===== src/rtl/platform_array_pkg.sv =====
// Shared constants, gadget codes and lookup tables for the platform array.
package platform_array_pkg;

    localparam int unsigned GADGET_BIT_CNT = 4;
    localparam int unsigned SIZE_LVL_W     = 3;
    localparam int unsigned SPEED_W        = 3;
    localparam int unsigned BALL_LVL_W     = 2;
    localparam int unsigned PLAT_SIZE_W    = 8;
    localparam int unsigned BALL_SIZE_W    = 6;

    localparam int unsigned WALL_THICKNESS = 8;
    localparam int unsigned SCREEN_W       = 640;
    localparam int unsigned PLAT_PIXELY    = 460;
    localparam int unsigned RESET_X        = 320;

    localparam logic [SIZE_LVL_W-1:0] SIZE_LVL_RST  = 3'd3;
    localparam logic [SIZE_LVL_W-1:0] SIZE_LVL_MIN  = 3'd2;
    localparam logic [SIZE_LVL_W-1:0] SIZE_LVL_MAX  = 3'd5;
    localparam logic [SPEED_W-1:0]    SPEED_RST     = 3'd3;
    localparam logic [SPEED_W-1:0]    SPEED_MIN     = 3'd2;
    localparam logic [SPEED_W-1:0]    SPEED_MAX     = 3'd5;
    localparam logic [BALL_LVL_W-1:0] BALL_LVL_RST  = 2'd2;
    localparam logic [BALL_LVL_W-1:0] BALL_LVL_MIN  = 2'd1;
    localparam logic [BALL_LVL_W-1:0] BALL_LVL_MAX  = 2'd3;

    // Codes 8..15 are not assigned and are ignored by the channels.
    typedef enum logic [GADGET_BIT_CNT-1:0] {
        GadgetExpand      = 4'd0,
        GadgetShrink      = 4'd1,
        GadgetGrab        = 4'd2,
        GadgetFasterBall  = 4'd3,
        GadgetSlowerBall  = 4'd4,
        GadgetFireBall    = 4'd5,
        GadgetBiggerBall  = 4'd6,
        GadgetSmallerBall = 4'd7
    } gadget_e;

    function automatic logic [PLAT_SIZE_W-1:0] plat_half(input logic [SIZE_LVL_W-1:0] lvl);
        logic [PLAT_SIZE_W-1:0] half;
        case (lvl)
            3'd1:    half = 8'd8;
            3'd2:    half = 8'd16;
            3'd4:    half = 8'd64;
            3'd5:    half = 8'd128;
            default: half = 8'd32;
        endcase
        return half;
    endfunction

    function automatic logic [BALL_SIZE_W-1:0] ball_radius(input logic [BALL_LVL_W-1:0] lvl);
        logic [BALL_SIZE_W-1:0] rad;
        case (lvl)
            2'd1:    rad = 6'd3;
            2'd3:    rad = 6'd7;
            default: rad = 6'd5;
        endcase
        return rad;
    endfunction

endpackage


===== src/rtl/platform_channel.sv =====
// One platform: position handshake, size/speed/ball levels and timed gadget flags.
module platform_channel
    import platform_array_pkg::*;
#(
    parameter int unsigned X_W           = 10,
    parameter int unsigned EFFECT_FRAMES = 600,
    parameter int unsigned MAX_STEP      = 16
) (
    input  logic                      clk,
    input  logic                      rst_n,
    input  logic                      i_game_start,
    input  logic                      i_cal_frame,
    input  logic [X_W-1:0]            i_gamepad_x,
    input  logic                      i_req,
    output logic                      o_ack,
    output logic [X_W-1:0]            o_x,
    output logic [PLAT_SIZE_W-1:0]    o_size,
    input  logic                      i_catch,
    input  logic [GADGET_BIT_CNT-1:0] i_effect,
    output logic                      o_grab,
    output logic                      o_ball_damage,
    output logic [SPEED_W-1:0]        o_speedstep,
    output logic [BALL_SIZE_W-1:0]    o_ball_size
);
    localparam int unsigned       TMR_W    = $clog2(EFFECT_FRAMES + 1);
    localparam logic [TMR_W-1:0]  TMR_LOAD = TMR_W'(EFFECT_FRAMES);
    localparam logic signed [X_W:0] STEP_S = signed'((X_W + 1)'(MAX_STEP));

    logic                   ack_q, ack_d;
    logic [X_W-1:0]         x_q, x_d;
    logic [PLAT_SIZE_W-1:0] psize_q, psize_d;
    logic [SIZE_LVL_W-1:0]  size_lvl_q, size_lvl_d;
    logic [SPEED_W-1:0]     speed_q, speed_d;
    logic [BALL_LVL_W-1:0]  ball_lvl_q, ball_lvl_d;
    logic                   grab_q, grab_d, fire_q, fire_d;
    logic [TMR_W-1:0]       grab_tmr_q, grab_tmr_d, fire_tmr_q, fire_tmr_d;

    logic [PLAT_SIZE_W-1:0] half;
    logic signed [X_W:0]    half_s, lo_s, hi_s, pad_s, cur_s, tgt_s, diff_s, new_s;

    // Clamp the requested X inside the walls, then slew-limit the move toward it.
    always_comb begin
        half   = plat_half(size_lvl_q);
        half_s = signed'((X_W + 1)'(half));
        lo_s   = signed'((X_W + 1)'(WALL_THICKNESS)) + half_s;
        hi_s   = signed'((X_W + 1)'(SCREEN_W - WALL_THICKNESS)) - half_s;
        pad_s  = signed'({1'b0, i_gamepad_x});
        cur_s  = signed'({1'b0, x_q});
        tgt_s  = pad_s;
        if (pad_s < lo_s) begin
            tgt_s = lo_s;
        end else if (pad_s > hi_s) begin
            tgt_s = hi_s;
        end
        diff_s = tgt_s - cur_s;
        new_s  = tgt_s;
        if (MAX_STEP != 0) begin
            if (diff_s > STEP_S) begin
                new_s = cur_s + STEP_S;
            end else if (diff_s < -STEP_S) begin
                new_s = cur_s - STEP_S;
            end
        end
    end

    // Next state: frame countdown first so a same-cycle catch reload overrides it.
    always_comb begin
        ack_d      = i_req & ~ack_q;
        x_d        = x_q;
        psize_d    = psize_q;
        size_lvl_d = size_lvl_q;
        speed_d    = speed_q;
        ball_lvl_d = ball_lvl_q;
        grab_d     = grab_q;
        fire_d     = fire_q;
        grab_tmr_d = grab_tmr_q;
        fire_tmr_d = fire_tmr_q;

        if (i_cal_frame) begin
            if (grab_tmr_q != '0) begin
                grab_tmr_d = grab_tmr_q - TMR_W'(1);
                if (grab_tmr_q == TMR_W'(1)) grab_d = 1'b0;
            end
            if (fire_tmr_q != '0) begin
                fire_tmr_d = fire_tmr_q - TMR_W'(1);
                if (fire_tmr_q == TMR_W'(1)) fire_d = 1'b0;
            end
        end

        if (i_catch) begin
            case (i_effect)
                GadgetExpand:
                    if (size_lvl_q < SIZE_LVL_MAX) size_lvl_d = size_lvl_q + 3'd1;
                GadgetShrink:
                    if (size_lvl_q > SIZE_LVL_MIN) size_lvl_d = size_lvl_q - 3'd1;
                GadgetFasterBall:
                    if (speed_q < SPEED_MAX) speed_d = speed_q + 3'd1;
                GadgetSlowerBall:
                    if (speed_q > SPEED_MIN) speed_d = speed_q - 3'd1;
                GadgetBiggerBall:
                    if (ball_lvl_q < BALL_LVL_MAX) ball_lvl_d = ball_lvl_q + 2'd1;
                GadgetSmallerBall:
                    if (ball_lvl_q > BALL_LVL_MIN) ball_lvl_d = ball_lvl_q - 2'd1;
                GadgetGrab: begin
                    grab_d     = 1'b1;
                    grab_tmr_d = TMR_LOAD;
                end
                GadgetFireBall: begin
                    fire_d     = 1'b1;
                    fire_tmr_d = TMR_LOAD;
                end
                default: ;
            endcase
        end

        if (ack_d) begin
            x_d     = X_W'(new_s);
            psize_d = half;
        end

        // Life lost / new game: everything but the position returns to defaults.
        if (i_game_start) begin
            ack_d      = 1'b0;
            x_d        = x_q;
            psize_d    = plat_half(SIZE_LVL_RST);
            size_lvl_d = SIZE_LVL_RST;
            speed_d    = SPEED_RST;
            ball_lvl_d = BALL_LVL_RST;
            grab_d     = 1'b0;
            fire_d     = 1'b0;
            grab_tmr_d = '0;
            fire_tmr_d = '0;
        end
    end

    // State registers.
    always_ff @(posedge clk or negedge rst_n) begin
        if (!rst_n) begin
            ack_q      <= 1'b0;
            x_q        <= X_W'(RESET_X);
            psize_q    <= plat_half(SIZE_LVL_RST);
            size_lvl_q <= SIZE_LVL_RST;
            speed_q    <= SPEED_RST;
            ball_lvl_q <= BALL_LVL_RST;
            grab_q     <= 1'b0;
            fire_q     <= 1'b0;
            grab_tmr_q <= '0;
            fire_tmr_q <= '0;
        end else begin
            ack_q      <= ack_d;
            x_q        <= x_d;
            psize_q    <= psize_d;
            size_lvl_q <= size_lvl_d;
            speed_q    <= speed_d;
            ball_lvl_q <= ball_lvl_d;
            grab_q     <= grab_d;
            fire_q     <= fire_d;
            grab_tmr_q <= grab_tmr_d;
            fire_tmr_q <= fire_tmr_d;
        end
    end

    assign o_ack         = ack_q;
    assign o_x           = x_q;
    assign o_size        = psize_q;
    assign o_grab        = grab_q;
    assign o_ball_damage = fire_q;
    assign o_speedstep   = speed_q;
    assign o_ball_size   = ball_radius(ball_lvl_q);

endmodule


===== src/rtl/platform_array.sv =====
// Array of independent platform channels; decodes the catching platform and packs buses.
module platform_array
    import platform_array_pkg::*;
#(
    parameter int unsigned NUM_PLAT      = 2,
    parameter int unsigned X_W           = 10,
    parameter int unsigned EFFECT_FRAMES = 600,
    parameter int unsigned MAX_STEP      = 16,
    localparam int unsigned PLAT_IDX_W   = (NUM_PLAT > 1) ? $clog2(NUM_PLAT) : 1
) (
    input  logic                            clk,
    input  logic                            rst_n,
    input  logic                            i_game_start,
    input  logic                            i_cal_frame,
    input  logic [NUM_PLAT*X_W-1:0]         i_gamepad_X,
    input  logic [NUM_PLAT-1:0]             i_plat_req,
    output logic [NUM_PLAT-1:0]             o_plat_ack,
    output logic [NUM_PLAT*X_W-1:0]         o_platX,
    output logic [NUM_PLAT*PLAT_SIZE_W-1:0] o_plat_size,
    input  logic                            i_gadget_valid,
    input  logic [PLAT_IDX_W-1:0]           i_gadget_plat,
    input  logic [GADGET_BIT_CNT-1:0]       i_gadget_effect,
    output logic [NUM_PLAT-1:0]             o_grab,
    output logic [NUM_PLAT-1:0]             o_ball_damage,
    output logic [NUM_PLAT*SPEED_W-1:0]     o_ball_speedstep,
    output logic [NUM_PLAT*BALL_SIZE_W-1:0] o_ball_size
);

    // Index values with no matching platform produce no catch strobe at all.
    for (genvar p = 0; p < NUM_PLAT; p++) begin : g_plat
        logic catch_p;
        assign catch_p = i_gadget_valid && (i_gadget_plat == PLAT_IDX_W'(p));

        platform_channel #(
            .X_W           (X_W),
            .EFFECT_FRAMES (EFFECT_FRAMES),
            .MAX_STEP      (MAX_STEP)
        ) u_chan (
            .clk           (clk),
            .rst_n         (rst_n),
            .i_game_start  (i_game_start),
            .i_cal_frame   (i_cal_frame),
            .i_gamepad_x   (i_gamepad_X[p*X_W +: X_W]),
            .i_req         (i_plat_req[p]),
            .o_ack         (o_plat_ack[p]),
            .o_x           (o_platX[p*X_W +: X_W]),
            .o_size        (o_plat_size[p*PLAT_SIZE_W +: PLAT_SIZE_W]),
            .i_catch       (catch_p),
            .i_effect      (i_gadget_effect),
            .o_grab        (o_grab[p]),
            .o_ball_damage (o_ball_damage[p]),
            .o_speedstep   (o_ball_speedstep[p*SPEED_W +: SPEED_W]),
            .o_ball_size   (o_ball_size[p*BALL_SIZE_W +: BALL_SIZE_W])
        );
    end

endmodule

===== config.mk =====
export PLATFORM = sky130hd
export DESIGN_NAME = platform_array
export DESIGN_NICKNAME = d
export VERILOG_FILES = /design/src/rtl/platform_array_pkg.sv /design/src/rtl/platform_channel.sv /design/src/rtl/platform_array.sv
export SDC_FILE = /design/constraint.sdc
export NUM_CORES = 1
export LEC_CHECK = 0
export CORE_ASPECT_RATIO = 2
export CORE_UTILIZATION = 42
export CTS_CLUSTER_SIZE = 28
export DETAILED_ROUTE_END_ITERATION = 10
export GPL_TIMING_DRIVEN = 0
export SYNTH_ARGS = -nofsm -noshare
export SYNTH_HDL_FRONTEND = slang
export SYNTH_SLANG_ARGS = --single-unit

===== constraint.sdc =====
create_clock -name clk -period 15.45 [get_ports clk]
set_input_delay 3.09 -clock clk [delete_from_list [all_inputs] [get_ports clk]]
set_output_delay 3.09 -clock clk [all_outputs]
set_load 0.1 [all_outputs]

==> impl_metrics.ini, run 1 <==
[status]
status = complete, but fails checks
violations = design-rule violations

[power]
power.total_mw = 1.64
power.switching_mw = 0.830
combinationalPowerShare = 0.609
p_per_area_mw_per_mm2 = 180
power.share.sequential = 0.240
ir_worst_vdd_mv = 0.141
p_leak_nw = 4.17
switching_share = 0.505
p_int_mw = 0.813
clkPwrFrac = 0.150

[timing]
worstMarginPinSlew_ns = 0.984
setup_viol = 0
finalCriticalPeriod_ns = 8.34
hold_viol_final = 0
setup_tns_ns = 0
finalCritPeriodShare = 0.540
clock_skew_ns = 0.00745
maxSlewHeadroom = 0.342
rsz0062_at_grt = false
fmax_mhz = 120
slew_violations = 0

[synthesis]
synth_commonest_cells = nand2_1 (93), inv_1 (79), dfrtp_1 (76), a21oi_1 (75), nor2_1 (75)
synthTopCellsByArea = dfrtp_1 (25%), ha_1 (12%), dfstp_2 (5.4%)
synth.yosys.seq_area_share = 0.301
ys_ff_latch = 92
synth.most_common_cell = nand2_1
synth_async_sr_flop_share = 1.00
yosysTopAreaCellShare = 0.246
yosys.area.top_type = dfrtp_1
synth_enable_flop_cells = 0
synthFlopType = dfrtp_1
syn_area_per_cell_um2 = 8.36
ys_types = 75
syn_inst = 924
ys.warnings.count = 0
syn-cell-area_mm2 = 0.00772

[floorplanning]
coreArea_mm2 = 0.0179
dieHeight_um = 194
start_util = 0.432
dieArea_mm2 = 0.0190
num_io_pins = 92
placementRows = 69
die_w_um = 97.9

[drt]
drt_iter0_drc = 289
drc = 10
ant_nets = 0
via_per_inst = 5.58
routedWlPerCell_um = 16.4
wirelength_mm = 20.4
vias = 6933
dr.pass1.iters = 8

[cells_and_area]
num-nets-final = 1135
fill_cells = 1782
num_antenna_cells = 0
drive_gt1_frac = 0.0845
area_growth_pct = 18.4

[clock_tree]
clk_path_buf_depth = 2
clockRootBuffer = clkbuf_16
h-tree-depth = 3
ctsResizeCount = 0
clock-sinks = 92
clkLatencyLatePin_ns = 0.35
postCtsSetupRepairBufs = 0
cts_tree = built
holdBufCountCts = 0
cts_buffers = 9
clk_pin_slew_ns = 0.07

[setup_path]
required_ns = 15.68
path_class = in -> reg
start_kind = input port
cp.arrival_ns = 8.58
crit_fanout = 10
worstSetupEndpointType = flop

[grt]
grt_pass1_wl_mm = 33.4
antenna_found_initial = 0
grt_max_degree = 52
track_usage = 0.221
grt_pass1_vias = 6876
grt_remaining_overflow = 0

[place]
port_buffers = 75
gp_congestion = 0.917
hpwl_mm = 16.3

[min_path]
hold_path_class = reg -> reg

[job]
drv_cap = 0
## layer usage
metal | share of wire | up-vias | global-route usage | routed length, µm
met5 | 0 | - | 0 | 0
met3 | 0.034 | 44 | 0.0281 | 690
met1 | 0.37 | 3272 | 0.226 | 7510
met2 | 0.56 | 149 | 0.428 | 11400
li1 | - | 3468 | - | -
met4 | 0.039 | 0 | 0.113 | 805
## cell usage in the layout, fill, tap and decap left out, drive strengths merged, types with 6 or more instances in the layout
cell           netlist  final
and3                12     12
o2111ai              6      6
o211ai              19     19
clkbuf              19     29
dfstp               16     16
nand3               25     25
or2                  7      7
and2                 8      8
inv                 79     80
nand2b               7      7
xnor2               31     31
nand2               93     93
nor4                19     19
buf                 24     26
nor2b               16     16
a211oi              19     19
o21ai               33     33
clkdlybuf4s50        0     74
mux2i               15     15
nor3b                7      7
xor2                13     13
a21o                12     12
nand4               10     10
nor3                30     30
a21oi               75     75
ha                  74     74
conb                 2     16
dfrtp               76     76
o31ai                7      7
o22ai                7      7
a31oi                9      9
or3                 12     12
nor2                76     76
mux2                11     11
## stage by stage
stage / utilization / instance area (µm²) / setup slack [ns] / hold WS (ns) / std cells
2_1_floorplan: - / 7780 / 8.11 / 0.495 / 938
3_3_place_gp: 0.492 / 8790 / 6.85 / 0.502 / 1226
3_5_place_dp: 0.494 / 8820 / 6.78 / 0.508 / 1227
4_1_cts: 0.512 / 9150 / 7.12 / 0.520 / 1243
5_1_grt: 0.512 / 9150 / 6.76 / 0.544 / 1243
6_report: 0.512 / 9150 / 7.11 / 0.519 / 1243
## power by group through the flow
stage | sequential, mW | clock (mW) | combinational (mW)
floorplan | 0.569 | 0 | 0.604
global route | 0.408 | 0.263 | 1.09
global placement | 0.399 | 0 | 0.991
detailed placement | 0.398 | 0 | 0.997
finish | 0.395 | 0.247 | 1.00
CTS | 0.395 | 0.254 | 1.00
## path summary, 6_finish.rpt
check	slack [ns]	endpoint	cells past startpoint	startpoint
min reg2reg	0.52	g_plat[1].u_chan.o_size[5]	2	g_plat[1].u_chan.o_size[5]
max reg2reg	8.89	g_plat[1].u_chan.o_x[9]	25	g_plat[1].u_chan.size_lvl_q[0]
max in group asynchronous	11.95	g_plat[1].u_chan.o_x[6]	2	rst_n
min in group asynchronous	2.77	g_plat[0].u_chan.grab_tmr_q[0]	1	rst_n
min	0.52	g_plat[1].u_chan.o_size[5]	2	g_plat[1].u_chan.o_size[5]
max	7.11	g_plat[1].u_chan.o_x[9]	20	i_gamepad_X[14]
## worst max-delay path, cell delays in order
cell,delay [ns]
clkdlybuf4s50_1,0.50
ha_1,0.34
nor2b_1,0.13
o21ai_0,0.14
a21oi_1,0.10
o32ai_2,0.61
and2_0,0.21
clkbuf_1,0.23
nor2_1,0.07
a21oi_1,0.36
ha_1,0.39
a21o_1,0.24
a21o_1,0.20
o2111ai_1,0.27
a21oi_1,0.14
or3_1,0.37
clkbuf_1,0.18
a21oi_1,0.33
mux2_2,0.38
a221o_1,0.29
## state kept, by name (all words and copies together), names as in the netlist
register,cells
g_plat.u_chan.o_ball_damage,2
g_plat.u_chan.o_x,20
g_plat.u_chan.fire_tmr_q,20
g_plat.u_chan.ball_lvl_q,4
g_plat.u_chan.o_ack,2
g_plat.u_chan.size_lvl_q,6
g_plat.u_chan.o_speedstep,6
g_plat.u_chan.o_grab,2
g_plat.u_chan.o_size,10
g_plat.u_chan.grab_tmr_q,20
## area by class of cell
cell class | instances | area, µm² | area share
Tap cell | 213 | 267 | 0.0291
Multi-Input combinational cell | 724 | 4920 | 0.538
Sequential cell | 92 | 2320 | 0.254
Clock buffer | 10 | 239 | 0.0261
Timing Repair Buffer | 76 | 776 | 0.0848
Inverter | 79 | 297 | 0.0324
Buffer | 43 | 241 | 0.0264
Clock inverter | 6 | 86.3 | 0.00944
## cell families (layout without fill, tap and decap cells)
group,after synthesis,after routing,synth area share
simple gates,337,337,0.221
compound gates,223,223,0.190
buf+inv,122,214,0.0696
flops,92,92,0.301
fa+ha+maj,78,78,0.130
xor+xnor,44,44,0.0499
mux,26,26,0.0374
other cells,2,16,0.000972
Note: power is estimated with default switching activity, not from simulation.
==> run 2: changes to the inputs <==
==> constraint.sdc (replaced) <==
create_clock -name clk -period 8.2 [get_ports clk]
set_input_delay 1.64 -clock clk [delete_from_list [all_inputs] [get_ports clk]]
set_output_delay 1.64 -clock clk [all_outputs]
set_load 0.1 [all_outputs]
==> results of run 2 <==
Same layout as run 1 (identical final DEF). Status: complete, but fails checks: design-rule violations.
Main changes from that run: setup slack after placement 6.78 ns -> 0.978 ns; setup slack after layout 7.11 ns -> 1.31 ns; register-to-register setup slack 8.89 ns -> 1.64 ns; total power 1.64 mW -> 3.10 mW; worst IR drop on VDD 0.141 mV -> 0.266 mV
==> RTL edit (flow settings as in run 2) <==
Reset style: synchronous (`rst_n`), changed in one clocked block.
--- a/src/rtl/platform_channel.sv
+++ b/src/rtl/platform_channel.sv
@@ -136,3 +136,3 @@
     // State registers.
-    always_ff @(posedge clk or negedge rst_n) begin
+    always_ff @(posedge clk) begin
         if (!rst_n) begin
Function: differs if rst_n is asserted again (counterexample within 4 cycles, from zero or initial values and one cycle with rst_n low); with rst_n held inactive, the same outputs for 4 cycles.
==> RTL edit against run 2 <==
- critical endpoint is now g_plat[0].u_chan.o_x[6]$_SDFFE_PN1P_
- synthesized area is 5.9% lower
- worst setup slack worse by 0.13 ns
- design area is 5.2% lower
- synthesized cell count is 1.4% higher
- non-clock buffer count is 4 higher
- via count is 0.81% higher
- core utilization is 0.27 points higher
- wire length is 4.1% lower
- die area is 5.8% lower
- sequential power is 17% lower
- clock power is 2% higher
- power is 27% lower
- sequential cell count stayed put
==> RTL edit: results (changes against run 2) <==
[metrics] status: complete, no violations
[metrics] xor/xnor share of the synthesized area: 6.264% (+1.3 points)
[metrics] multi-input gates: 743 (+2.6%)
[metrics] hpwl dp: 15800 µm (-3.3%)
[metrics] layout net count: 1147 (+1.1%)
[metrics] fraction of synthesis flops using an asynchronous set or reset pin: 0% (-100 points)
[metrics] count of placed standard cells including taps: 1233 (+0.49%)
[metrics] RePlAce Congestion: 0.8391 (-8.5%)
[metrics] number of flip-flops and latches: 92 (unchanged)
[metrics] vias in the first global route: 6837 (-0.57%)
[metrics] crit path to: g_plat[0].u_chan.o_x[6]$_SDFFE_PN1P_
[metrics] clock buffer and inverter area fraction after layout: 3.868% (+0.31 points)
[metrics] signal arrival time at the worst endpoint: 7.26 ns (+0.13 ns)
[metrics] DRT Pass-1 Iters: 5 (-3)
[metrics] static leakage: 3.593 nW (-14%)
[metrics] highest ir drop seen on vdd: 0.2782 mV (+4.7%)
[metrics] transition time of the tightest slew-check pin: 1.022 ns (+0.03849 ns)
[metrics] biggest fanout along the worst timing path: 8 (-2)
[metrics] Worst Clk Skew: 0.007003 ns (-0.0004479 ns)
[metrics] mean number of vias per cell: 5.596 (+0.32%)
[metrics] leading cell types by count after synthesis: 99 x sky130_fd_sc_hd__nor2_1, 92 x sky130_fd_sc_hd__dfxtp_1, 79 x sky130_fd_sc_hd__nand2_1
[metrics] top flip-flop cell by instance count after synthesis: sky130_fd_sc_hd__dfxtp_1
[metrics] standard cell with the maximum stage delay on the critical path: sky130_fd_sc_hd__clkdlybuf4s50_1
[metrics] top post-synthesis cells by area: sky130_fd_sc_hd__dfxtp_1 25%, sky130_fd_sc_hd__ha_1 13%, sky130_fd_sc_hd__nor2_1 5.1%
[metrics] mux cell area share after synthesis: 2.530% (-1.2 points)
[metrics] sequential cell area fraction in the yosys report: 25.33% (-4.7 points)
[metrics] area fraction in compound gates after synthesis: 20.17% (+1.2 points)
[metrics] All-Layer GR Usage: 22.64% (+0.50 points)
[metrics] start point of the critical path: i_gamepad_X[9]
[metrics] average routed wire per standard cell: 15.69 µm (-4.5%)
[metrics] cell class contributing the biggest share of worst-path delay: simple AND/OR/NAND/NOR gates
[metrics] FF-to-FF path depth: 24 (-4.0%)
[metrics] number of logic inverters in the finished layout: 68 (-14%)
[metrics] combined area of the multi-input logic cells: 4967 µm² (+1.0%)
[metrics] synthesized area per cell: 7.760 µm² (-7.2%)
[metrics] ratio of cells with drive above 1 in the final layout: 5.470% (-3.0 points)
[metrics] fraction of area in registers: 21.25% (-4.1 points)
[metrics] Non-clock buffer share: 11.65% (+0.53 points)
[metrics] via total after detailed routing: 6989 (+0.81%)
-- RTL edit: changes by cell type after synthesis, sizes merged, moves of 7 or more --
cell,change
a211oi,-12
dfrtp,-76
mux2,-8
a221oi,+7
nand2b,+11
o21ai,+7
nand2,-14
nor2,+24
inv,-12
dfstp,-16
dfxtp,+92
-- RTL edit: per-stage QoR --
| stage | utilization (%) | setup slack [ns] | power (mW) | hold slack, ns | area [µm²] |
|---|---|---|---|---|---|
| 4_1_cts | 51.44 | 1.215 | 2.280 | 0.4748 | 8668 |
| 5_1_grt | 51.44 | 0.8414 | 2.449 | 0.5061 | 8668 |
| 3_5_place_dp | 49.45 | 0.8523 | 1.797 | 0.4611 | 8333 |
| 2_1_floorplan | - | 2.272 | 1.570 | 0.4367 | 7323 |
| 3_3_place_gp | 49.45 | 0.8527 | 1.786 | 0.4611 | 8333 |
| 6_report | 51.44 | 1.179 | 2.266 | 0.4762 | 8668 |
-- RTL edit: worst min-delay path: stages (launching register included) --
cell and delay [ns]:
sky130_fd_sc_hd__dfxtp_1 0.32, sky130_fd_sc_hd__nand2_1 0.05, sky130_fd_sc_hd__a21oi_1 0.06
-- RTL edit: cell families (layout without fill, tap and decap cells) --
group	after synthesis	count (layout)
simple gates	359	359
compound gates	220	220
buf+inv	116	207
flops	92	92
fa+ha+maj	78	78
xor+xnor	52	52
mux	18	18
other cells	2	16
-- RTL edit: routing by layer --
layer	routed length [µm]	GRT usage [%]	vias to the layer above
met5	0	0	-
met4	682	10.90	0
met3	497	2.393	42
met2	11270	45.96	137
met1	7150	20.98	3284
li1	-	-	3526
-- RTL edit: power by group --
group          internal [mW]  total [mW]  switching (mW)
combinational          0.475        1.17           0.699
clock                  0.285       0.474           0.189
sequential             0.534       0.619          0.0852
total                   1.29        2.27           0.972
-- RTL edit: worst min path at each step --
stage | startpoint | end | cells after the start
floorplan | g_plat[0].u_chan.o_grab$_SDFF_PP0_ | g_plat[0].u_chan.o_grab$_SDFF_PP0_ | 2
global placement | g_plat[0].u_chan.o_grab$_SDFF_PP0_ | g_plat[0].u_chan.o_grab$_SDFF_PP0_ | 2
detailed placement | g_plat[0].u_chan.o_grab$_SDFF_PP0_ | g_plat[0].u_chan.o_grab$_SDFF_PP0_ | 2
CTS | g_plat[0].u_chan.o_grab$_SDFF_PP0_ | g_plat[0].u_chan.o_grab$_SDFF_PP0_ | 2
global route | g_plat[1].u_chan.o_grab$_SDFF_PP0_ | g_plat[1].u_chan.o_grab$_SDFF_PP0_ | 2
finish | g_plat[0].u_chan.o_grab$_SDFF_PP0_ | g_plat[0].u_chan.o_grab$_SDFF_PP0_ | 2
